==> src/rtl/hms_bcd_converter.sv <==
// hms_bcd_converter: captures a packed hh:mm:ss word on start and converts
// each binary field to two BCD digits using a 7-step shift-add-3 engine.
// Also maintains a colon-blink flag driven by the half-second pulse.
module hms_bcd_converter #(
  parameter int HRS_MAX = 99
) (
  input  logic        clock,
  input  logic        reset,
  input  logic        start,
  input  logic [19:0] hms_time,
  input  logic        half_sec_pulse,
  output logic [23:0] bcd_time,
  output logic        done,
  output logic        busy,
  output logic        valid,
  output logic        hrs_ovf,
  output logic        colon
);

  localparam logic [6:0] HRS_LIMIT = 7'(HRS_MAX);
  localparam logic [2:0] LAST_ITER = 3'd6;

  typedef enum logic [1:0] {IDLE, SHIFT, DONE} state_t;

  state_t     state, state_nxt;
  logic [2:0] iter_cnt;
  logic [6:0] hh_bin, mm_bin, ss_bin;
  logic [7:0] hh_bcd, mm_bcd, ss_bcd;
  logic       ovf_cap;
  logic       unused_hms_msb;

  // Bit 19 of the time word carries no information.
  assign unused_hms_msb = hms_time[19];

  // Add 3 to every BCD nibble that is 5 or more, ahead of the doubling shift.
  function automatic logic [7:0] add3(input logic [7:0] bcd);
    logic [3:0] hi, lo;
    hi = bcd[7:4];
    lo = bcd[3:0];
    if (hi >= 4'd5) hi = hi + 4'd3;
    if (lo >= 4'd5) lo = lo + 4'd3;
    return {hi, lo};
  endfunction

  // One double-dabble iteration: adjust, then shift {bcd, bin} left by one.
  function automatic logic [14:0] dabble(input logic [7:0] bcd, input logic [6:0] bin);
    logic [7:0] adj;
    adj = add3(bcd);
    return {adj[6:0], bin, 1'b0};
  endfunction

  // FSM state register.
  always_ff @(posedge clock) begin
    if (reset) state <= IDLE;
    else       state <= state_nxt;
  end

  // FSM next-state: start only matters in IDLE, so it is never queued.
  always_comb begin
    state_nxt = state;
    case (state)
      IDLE:    if (start) state_nxt = SHIFT;
      SHIFT:   if (iter_cnt == LAST_ITER) state_nxt = DONE;
      DONE:    state_nxt = IDLE;
      default: state_nxt = IDLE;
    endcase
  end

  // Iteration counter: cleared on capture, advanced once per SHIFT cycle.
  always_ff @(posedge clock) begin
    if (reset)                      iter_cnt <= 3'd0;
    else if (state == IDLE && start) iter_cnt <= 3'd0;
    else if (state == SHIFT)         iter_cnt <= iter_cnt + 3'd1;
  end

  // Conversion datapath: capture with hour saturation, then iterate all
  // three fields in lockstep. Scratch contents are don't-care after reset.
  always_ff @(posedge clock) begin
    if (state == IDLE && start) begin
      if (hms_time[18:12] > HRS_LIMIT) begin
        hh_bin  <= HRS_LIMIT;
        ovf_cap <= 1'b1;
      end else begin
        hh_bin  <= hms_time[18:12];
        ovf_cap <= 1'b0;
      end
      mm_bin <= {1'b0, hms_time[11:6]};
      ss_bin <= {1'b0, hms_time[5:0]};
      hh_bcd <= 8'd0;
      mm_bcd <= 8'd0;
      ss_bcd <= 8'd0;
    end else if (state == SHIFT) begin
      {hh_bcd, hh_bin} <= dabble(hh_bcd, hh_bin);
      {mm_bcd, mm_bin} <= dabble(mm_bcd, mm_bin);
      {ss_bcd, ss_bin} <= dabble(ss_bcd, ss_bin);
    end
  end

  // Result registers: updated only from DONE so partial values never show.
  always_ff @(posedge clock) begin
    if (reset) begin
      bcd_time <= 24'h000000;
      hrs_ovf  <= 1'b0;
      done     <= 1'b0;
      valid    <= 1'b0;
    end else begin
      done <= (state == DONE);
      if (state == DONE) begin
        bcd_time <= {hh_bcd, mm_bcd, ss_bcd};
        hrs_ovf  <= ovf_cap;
        valid    <= 1'b1;
      end
    end
  end

  // Colon blink flag, independent of the conversion FSM.
  always_ff @(posedge clock) begin
    if (reset)               colon <= 1'b1;
    else if (half_sec_pulse) colon <= ~colon;
  end

  assign busy = (state != IDLE);

endmodule

==> config.mk <==
export PLATFORM = sky130hd
export DESIGN_NAME = hms_bcd_converter
export DESIGN_NICKNAME = d
export VERILOG_FILES = /design/src/rtl/hms_bcd_converter.sv
export SDC_FILE = /design/constraint.sdc
export NUM_CORES = 1
export LEC_CHECK = 0
export ABC_AREA = 1
export CORE_ASPECT_RATIO = 1.1
export CORE_MARGIN = 2
export CORE_UTILIZATION = 41
export DETAILED_ROUTE_END_ITERATION = 6
export HOLD_SLACK_MARGIN = 0.15
export SLEW_MARGIN = 10
export SYNTH_ARGS = -nofsm -noshare
export SYNTH_HDL_FRONTEND = slang
export SYNTH_SLANG_ARGS = --single-unit
export TNS_END_PERCENT = 30
==> constraint.sdc <==
create_clock -name clock -period 1.4 [get_ports clock]
set_input_delay 0.35 -clock clock [delete_from_list [all_inputs] [get_ports clock]]
set_output_delay 0.35 -clock clock [all_outputs]
set_load 0.05 [all_outputs]
---- Yosys cells after proc, flatten, opt, wreduce, memory -nomap -nowiden ----
Index checks and enable logic that the tools add are counted.
storage, ports and cells
  memories ................................ 0
  latch bits .............................. 0
  memory bits (read-only) ................. 0
  bits in writable memories ............... 0
  bits in registers ....................... 79
  logic and storage cells ................. 59
  bits of input ports ..................... 24
cells by class
  shift operators ......................... 0
  multiplexer cells ....................... 17
  $mul .................................... 0
  divide/modulo/power cells ............... 0
  reduce and logical (&&, ||, !) cells .... 6
  bitwise logic cells ..................... 1
  add/sub/neg operators ................... 7
  eq/ne operators ......................... 5
  order comparisons ....................... 7
operators by type and width
  operator               count
  $ge A4 B3 Y1 const B   6
  $mux W6                4
  $mux W7                3
  $add A4 B2 Y4 const B  3
  $mux W4                3
  $add A3 B2 Y3 const B  3
  $mux W3                3
  $gt A7 B7 Y1 const B   1
  $mux W2                2
  $ne A2 B2 Y1 const B   2
  $pmux W2 S2            1
  $reduce_bool A2 Y1     2
  $add A3 B1 Y3 const B  1
  $eq A3 B3 Y1 const B   1
  $eq A2 B1 Y1 const B   1
  $eq A2 B2 Y1 const B   1
  $logic_not A2 Y1       1
  $reduce_and A2 Y1      1
  $reduce_or A2 Y1       1
  $logic_and A1 B1 Y1    1
  $mux W1                1
  $not A1 Y1             1

---- Logic depth before layout (Yosys ltp) ----
Gate-level depths: netlist of the first run.
  word-level depth ........................ 3
  gate-level depth with buffers ........... 9
  gate-level depth less buffers ........... 9

---- Worst setup path before layout of the first run ----
Ideal clock, no wire load.
  kind .................................... register -> register
  from .................................... register state[0]
  to ...................................... register hh_bcd[2]
  path buffers ............................ 1
  data arrival time ....................... 1.108 ns
  setup slack ............................. 0.179 ns
  setup time .............................. 0.113 ns
  stages on the path, launching flop included .. 8
  required time ........................... 1.287 ns
  cell sequence ........................... dfxtp_1 > inv_1 > nand3_4 > nand2_4 > inv_2 > buf_4 > nand2_1 > nand2_1
on the way
  word-level cells in the longest chain between the ends .. 2
  elaborated cells between the ends (all ways) .. 3
  those cells by class .................... 1 x eq/ne; 2 x reduce/logical
ends and longest elaborated chain
  what                    line  text
  start, declared         25    state_t state, state_nxt;
  start signal, assigned  55    else state <= state_nxt;
  $logic_not A2 Y1        79    if (state == IDLE && start) begin
  $logic_and A1 B1 Y1     79
  end signal, assigned    93    {hh_bcd, hh_bin} <= dabble(hh_bcd, hh_bin);
  end, declared           28    logic [7:0] hh_bcd, mm_bcd, ss_bcd;
Parallel ways exist; a longest one is shown, timed or not.
A chain may end at the register's enable or synchronous reset.

---- Worst setup path in the final report of the first run ----
  from .................................... register state[0]
  to ...................................... output busy
on the way
  word-level cells in the longest chain between the ends .. 1
ends and longest elaborated chain
  what                line  text
  $reduce_bool A2 Y1  122   assign busy = (state != IDLE);
  end, declared       14    output logic busy,
Every way passes these cells.

==> results of run 1 <==
[flip-flops by register name, indices dropped and copies added (netlist names)]
name      flops
mm_bcd        8
valid         1
state         2
ss_bcd        8
hh_bcd        8
hrs_ovf       1
hh_bin        7
iter_cnt      3
colon         1
mm_bin        7
ovf_cap       1
done          1
bcd_time     24
ss_bin        7
[area by class of cell]
cell class                      count  area share
Inverter                           42      0.0337
Clock inverter                      4      0.0112
Sequential cell                    79       0.381
Multi-Input combinational cell    286       0.294
Tap cell                          108      0.0288
Timing Repair Buffer               70       0.217
Clock buffer                       12      0.0334
[synth_stat cells]
| master | instances |
|---|---|
| inv_1 | 39 |
| or2_2 | 1 |
| buf_4 | 2 |
| nor2_1 | 28 |
| o21bai_1 | 1 |
| nand2_4 | 1 |
| clkbuf_2 | 1 |
| a21oi_1 | 31 |
| nand2_1 | 128 |
| xnor2_1 | 1 |
| edfxtp_1 | 20 |
| ha_1 | 14 |
| o22ai_1 | 2 |
| o21ai_0 | 40 |
| buf_2 | 9 |
| nor4_1 | 1 |
| nand3_4 | 1 |
| dfxtp_1 | 59 |
| nor2_2 | 1 |
| nand3_1 | 35 |
| inv_2 | 3 |
| clkbuf_1 | 2 |
| nand2_2 | 1 |
[path summary, 6_finish.rpt]
path | end | slack (ns) | cells past startpoint
worst max-delay path | busy | 0.05 | 3
worst min-delay path | ss_bcd[5] | 0.45 | 2
worst min register to register | ss_bcd[5] | 0.45 | 2
worst max register to register | state[0] | 0.13 | 5
[routing by layer]
metal / global-route usage / wire length [µm] / vias to the layer above
li1: - / - / 1498
met4: 0.0663 / 97 / 0
met1: 0.187 / 3260 / 1299
met5: 0 / 0 / -
met3: 0.0470 / 365 / 7
met2: 0.272 / 3120 / 62
[power by group through the flow]
stage          Sequential [mW]  Combinational, mW  Clock (mW)
2_1_floorplan             2.61              0.379           0
3_3_place_gp              2.62              0.636           0
3_5_place_dp              2.62              0.656           0
4_1_cts                   2.57              0.658        1.81
5_1_grt                   2.59              0.737        1.89
6_report                  2.57              0.655        1.75
[per-stage QoR]
step	hold WS (ns)	utilization	area, µm²	total power, mW
after floorplan	0.419	-	3390	2.99
after global placement	0.429	0.561	4470	3.25
after detailed placement	0.439	0.561	4470	3.28
after CTS	0.456	0.588	4680	5.04
after global routing	0.478	0.589	4680	5.21
final	0.452	0.589	4680	4.98
[worst register-to-register path, delay by kind of cell (launching register included)]
kind,cells,cell delay [ns]
AO/OA/AOI/OAI,2,0.32
buffers and inverters,2,0.46
flip-flops,1,0.31
AND/OR/NAND/NOR,1,0.10
[repair_timing]
action / 4_1_cts / 5_1_grt
endpoints found under the setup margin: 1 / 3
pin swaps: 0 / 0
gates resized for setup: 2 / 5
[cells by family after synthesis]
kind of cell,synth area share
flops,0.526
simple gates,0.241
compound gates,0.111
fa+ha+maj,0.0517
xor+xnor,0.00259
buf+inv,0.0680
==> results.toml, run 1 <==
[global_route]
grt_use_total = 0.159
grt_pass1_wl_mm = 11.6
grt_max_degree = 37
grt_pass1_vias = 2668
antenna_found_initial = 0
grt_overflow_total = 0

[place]
globalplace.congestion = 0.796
hpwl_mm = 4.86
dp_slack_ns = -0.268
port-buffer-count = 51
dp.cells = 585

[sta]
setup_viol = 0
period_share = 0.966
hold_viol_final = 0
slew_violations = 0
max_slew.worst_pin.slew_ns = 0.441
rsz0062_at_grt = "no"
relSlewSlack = 0.706
finClkSkew_ns = 0.0113
fmax_mhz = 739
setup_slack_ns = 0.0472
tns_ns = 0
post-route-min-period_ns = 1.35

[die]
start_util = 0.426
dieHeight_um = 99.3
rows = 34
num_io_pins = 53
dieWidth_um = 90.6
die_area_um2 = 9000
coreArea_um2 = 7960

[clocking]
clock_latency_ns = 0.34
cts_buffers = 9
postCtsHoldBufs = 0
clock_path_buffers = 2
clockRootBuffer = "clkbuf_8"
cts_max_level = 3
clock-sinks = 79
cts_tree = "yes"
clk_pin_slew_ns = 0.08
postCtsSetupBuffers = 0

[synth]
yosys.area.top_type = "dfxtp_1"
synthCells = 421
ys_seq_area_frac = 0.526
synth_nets = 459
synth-seq-cells = 79
netlist_area_um2 = 3390
synth_cell_type_count = 23
yosys_warnings = 0
netlist_top_cells_area = "dfxtp_1, edfxtp_1, nand2_1"
synth_top_area_share = 0.349
synth.avg_cell_area_um2 = 8.04

[cells_and_area]
antenna_cells = 0
area_delta_synth_final_pct = 38.4
drive_above_1_share = 0.154
multi_input_area_um2 = 1380
final_cell_mix = "nand2_1, dfxtp_1, o21ai_0, inv_1"
nets = 526
final_cells = 601
final_common_cell = "nand2_1"
fill_cells = 723
seq_area_um2 = 1790

[min_path]
hold_start = "ss_bcd[5]"
min_path_type = "flop to flop"

[power]
p_switching_mw = 1.25
combPwrFrac = 0.132
cellLeakagePower_nw = 2.10
internal_power_mw = 3.72
p_seq_frac = 0.516
power_density_nw_per_um2 = 1060
peakVddDrop_mv = 0.542
swShare = 0.252
power.share.clock = 0.352

[critical_path]
critical_path_arrival_ns = 1.00
cp_cell_sequence = "inv_2, nand2_2, buf_12"
critPathRequiredTime_ns = 1.05
worstSetupEndpointType = "output port"
criticalPathCategory = "flop to output port"
worstSetupStartpoint = "state[0]"
critical-path-top-delay-family = "flip-flops"
critPathSlowestCell = "dfxtp_4"
cp_num_buf_inv = 2
r2r-start = "state[1]"
slowest_delay_ns = 0.36
cp-start-kind = "flop"
critPathMaxFanout = 3

[drt]
wl_mm = 6.84
drt_iter0_drc = 98
wl_per_cell_um = 11.4
firstDrtPassIters = 4
routed-via-count = 2866
via_per_inst = 4.77
post-route-drc-count = 0
ant_nets = 0

[status]
status = "finished, final reports clean"

[job]
maxCapViolCount = 0
(Power assumes the default switching activity.)
==> run 2, diff against run 1 <==
Settings changed: CORE_UTILIZATION 41 to 53, PLACE_DENSITY set to 0.79.
==> results.toml, run 2 (synthesis results as in run 1) <==
[critical_path]
criticalPathCategory = "flop to output port"
critical-path-top-delay-family = "flip-flops"
critical_path_arrival_ns = 1.04
critPathMaxFanout = 4
slowest_delay_ns = 0.32
cp-start-kind = "flop"
rrSetupSlack_ns = 0.10
critPathSlowestCell = "dfxtp_1"
worstSetupEndpointType = "output port"
critPathRequiredTime_ns = 1.05
cp_cell_sequence = "inv_2, nand2_2, buf_12"
cp_num_buf_inv = 2

[clocking]
cts_buffers = 9
clk_pin_slew_ns = 0.08
cts_tree = "yes"
postCtsSetupBuffers = 0
cts_max_level = 3
postCtsHoldBufs = 0
clockRootBuffer = "clkbuf_8"
clock-sinks = 79
clock_latency_ns = 0.35
clock_path_buffers = 2

[drt]
drt_iter0_drc = 142
firstDrtPassIters = 4
via_per_inst = 5.17
ant_nets = 0
post-route-drc-count = 0
wl_mm = 7.19
wl_per_cell_um = 12.6
routed-via-count = 2951

[sta]
hold_ws_ns = 0.452
setup_viol = 0
fmax_mhz = 720
slew_violations = 0
hold_viol_final = 0
max_slew.worst_pin.slew_ns = 0.353
post-route-min-period_ns = 1.39
relSlewSlack = 0.764
rsz0062_at_grt = "yes"
finClkSkew_ns = 0.00735
tns_ns = 0
period_share = 0.993

[cells_and_area]
final_common_cell = "nand2_1"
area_delta_synth_final_pct = 35.8
drive_above_1_share = 0.143
largest_register_ffs = 24
fill_cells = 444
final_cells = 571
final_cell_mix = "nand2_1, dfxtp_1, o21ai_0, inv_1, nand3_1"
regMostFlops = "bcd_time"
nets = 524
antenna_cells = 0

[die]
dieHeight_um = 87.8
start_util = 0.547
die_area_um2 = 7040
coreArea_um2 = 6190
num_io_pins = 53
dieWidth_um = 80.2
rows = 30

[power]
cellLeakagePower_nw = 2.08
power_density_nw_per_um2 = 1070
peakVddDrop_mv = 0.749
power_mw = 4.93

[global_route]
grt_pass1_vias = 2852
grt_use_total = 0.225
grt_max_degree = 35
grt_pass1_wl_mm = 12.2
antenna_found_initial = 0
grt_overflow_total = 0

[status]
status = "finished, final reports clean"

[place]
port-buffer-count = 51
dp.cells = 555
globalplace.congestion = 0.857
hpwl_mm = 5.02

[job]
maxCapViolCount = 0

[min_path]
min_path_type = "flop to flop"
-- run 2: cell types whose count changed in the layout (fill, tap and decap cells not counted), sizes merged --
cell,change
buf,-2
clkbuf,+1
clkinv,+1
clkinvlp,-1
inv,-1
-- run 2: layout make-up --
| type | count | area, µm² | area share |
|---|---|---|---|
| tap | 80 | 100 | 0.0218 |
| timing repair buffer | 68 | 978 | 0.213 |
| inverter | 42 | 160 | 0.0348 |
| clock buffer | 13 | 160 | 0.0348 |
| clock inverter | 3 | 40.0 | 0.00871 |
| multi-input combinational | 286 | 1380 | 0.299 |
| sequential | 79 | 1780 | 0.388 |
-- run 2: what timing repair did --
action                     in CTS  in global routing
gates resized for setup         3                  2
pin swaps                       0                  1
setup endpoints to repair       1                 13
-- run 2: through the flow --
stage	utilization	instance area (µm²)	setup slack (ns)
after detailed placement	0.709	4390	-0.233
after CTS	0.742	4600	0.0124
after global placement	0.709	4390	-0.211
final	0.742	4600	0.0103
after floorplan	-	3390	0.179
after global routing	0.742	4600	-0.0382
-- run 2: path summary, 6_finish.rpt --
| kind | from | endpoint | cells after the start |
|---|---|---|---|
| worst min-delay path | mm_bin[5] | mm_bin[6] | 2 |
| worst max register to register | hh_bcd[4] | hh_bcd[6] | 8 |
| worst max-delay path | state[1] | busy | 3 |
| worst min register to register | mm_bin[5] | mm_bin[6] | 2 |
-- run 2: worst reg2reg max path, delay by kind of cell, from the launching register on --
family / cells / cell delay (ns)
fa+ha+maj: 1 / 0.25
buf+inv: 1 / 0.10
simple gates: 6 / 0.48
flops: 1 / 0.38
-- run 2: report_power, final --
part           leakage, nW  switching [mW]  total [mW]  internal (mW)
clock network        0.103           0.804        1.73          0.929
logic                 1.30           0.361       0.630          0.269
registers            0.679          0.0730        2.57           2.50
-- run 2: per-layer routing --
layer	vias up	track usage	routed length, µm
met1	1361	0.260	3010
li1	1493	-	-
met3	11	0.0639	438
met4	0	0.106	131
met5	-	0	0
met2	86	0.385	3600
==> run 3, diff against run 2 <==
Settings changed: CORE_MARGIN 2 to not set.
==> results.toml, run 3 (synthesis results as in run 1) <==
[place]
post_dp_cell_area_um2 = 4390
globalplace.congestion = 0.799
hpwl_mm = 5.17
port-buffer-count = 51

[cells_and_area]
final_area_um2 = 4620
area_delta_synth_final_pct = 36.4
nets = 524
antenna_cells = 0
fill_cells = 442
drive_above_1_share = 0.151
final_util = 0.750
largest_register_ffs = 24
final_cell_mix = "nand2_1, dfxtp_1, o21ai_0, inv_1, nand3_1"
regMostFlops = "bcd_time"
seq_area_um2 = 1780
final_common_cell = "nand2_1"
multi_input_area_um2 = 1380

[die]
num_io_pins = 53
start_util = 0.550
dieWidth_um = 78.2
die_area_um2 = 6710
rows = 30
coreArea_um2 = 6160
dieHeight_um = 85.8

[critical_path]
critPathRequiredTime_ns = 1.05
criticalPathCategory = "flop to output port"
r2r_cells = 5
slowest_delay_ns = 0.34
crit_end = "busy"
r2r-start = "state[1]"
cp-start-kind = "flop"
critical_path_arrival_ns = 1.01
critPathSlowestCell = "dfxtp_2"
worstSetupStartpoint = "state[0]"
rrSetupSlack_ns = 0.10
cp_cell_sequence = "inv_2, nand2_4, buf_12"
r2r_end = "bcd_time[14]"
worstSetupEndpointType = "output port"
critPathMaxFanout = 3

[sta]
setup_viol = 0
rsz0062_at_grt = "yes"
slew_violations = 0
relSlewSlack = 0.727
finClkSkew_ns = 0.0119
tns_ns = 0
fmax_mhz = 733
period_share = 0.974
max_slew.worst_pin.slew_ns = 0.409
post-route-min-period_ns = 1.36
hold_viol_final = 0

[global_route]
grt_pass1_wl_mm = 13.1
grt_use_total = 0.250
grt_overflow_total = 0
grt_pass1_vias = 2907
antenna_found_initial = 0
grt_max_degree = 35

[drt]
firstDrtPassIters = 4
wl_per_cell_um = 13.0
routed-via-count = 2931
ant_nets = 0
post-route-drc-count = 0
drt_iter0_drc = 197
via_per_inst = 5.13
wl_mm = 7.45

[job]
maxCapViolCount = 0

[power]
peakVddDrop_mv = 0.716
cellLeakagePower_nw = 2.08
power_density_nw_per_um2 = 1090

[clocking]
cts_tree = "yes"
clock_path_buffers = 2
clk_pin_slew_ns = 0.08
clockRootBuffer = "clkbuf_8"
cts_max_level = 3
cts_buffers = 9
clock-sinks = 79
clock_latency_ns = 0.35

[min_path]
min_path_type = "flop to flop"
hold_start = "ss_bcd[5]"

[status]
status = "finished, final reports clean"
## run 3: timing repair
action / CTS / global route
setup buffers: 0 / 0
hold buffers: 0 / 0
gates resized for setup: 3 / 6
endpoints found under the setup margin: 1 / 14
## run 3: per-stage QoR
step	worst slack (ns)	power, mW	hold slack [ns]	std cells
2_1_floorplan	0.179	2.99	0.419	421
3_3_place_gp	-0.214	3.21	0.431	555
3_5_place_dp	-0.224	3.25	0.442	555
4_1_cts	0.0134	5.06	0.459	571
5_1_grt	-0.0347	5.28	0.475	571
6_report	0.0359	5.05	0.460	571
## run 3: worst min-delay path by stage
stage / endpoint / slack [ns] / cells past startpoint
after floorplan: state[0] / 0.42 / 1
after global placement: mm_bin[6] / 0.43 / 2
after detailed placement: ss_bcd[5] / 0.44 / 2
after CTS: ss_bcd[5] / 0.46 / 2
after global routing: mm_bcd[1] / 0.47 / 2
final: ss_bcd[5] / 0.46 / 2
## run 3: cell type report
| type | count | area share |
|---|---|---|
| Sequential cell | 79 | 0.386 |
| Multi-Input combinational cell | 286 | 0.300 |
| Timing Repair Buffer | 68 | 0.212 |
| Inverter | 42 | 0.0347 |
| Clock buffer | 10 | 0.0276 |
| Tap cell | 80 | 0.0217 |
| Clock inverter | 6 | 0.0184 |
## run 3: metal layers
layer	up-vias	routed length [µm]	GRT usage
li1	1489	-	-
met1	1338	3190	0.293
met2	86	3730	0.431
met3	18	369	0.0628
met4	0	155	0.113
met5	-	0	0
## run 3: where the power goes
group	internal, mW	switching (mW)
clock	0.999	0.840
combinational	0.272	0.366
sequential	2.50	0.0766
## run 3: critical path, delay by kind of cell, from the launching register on
kind	cells	cell delay (ns)
buf+inv	2	0.25
flops	1	0.34
simple gates	1	0.07
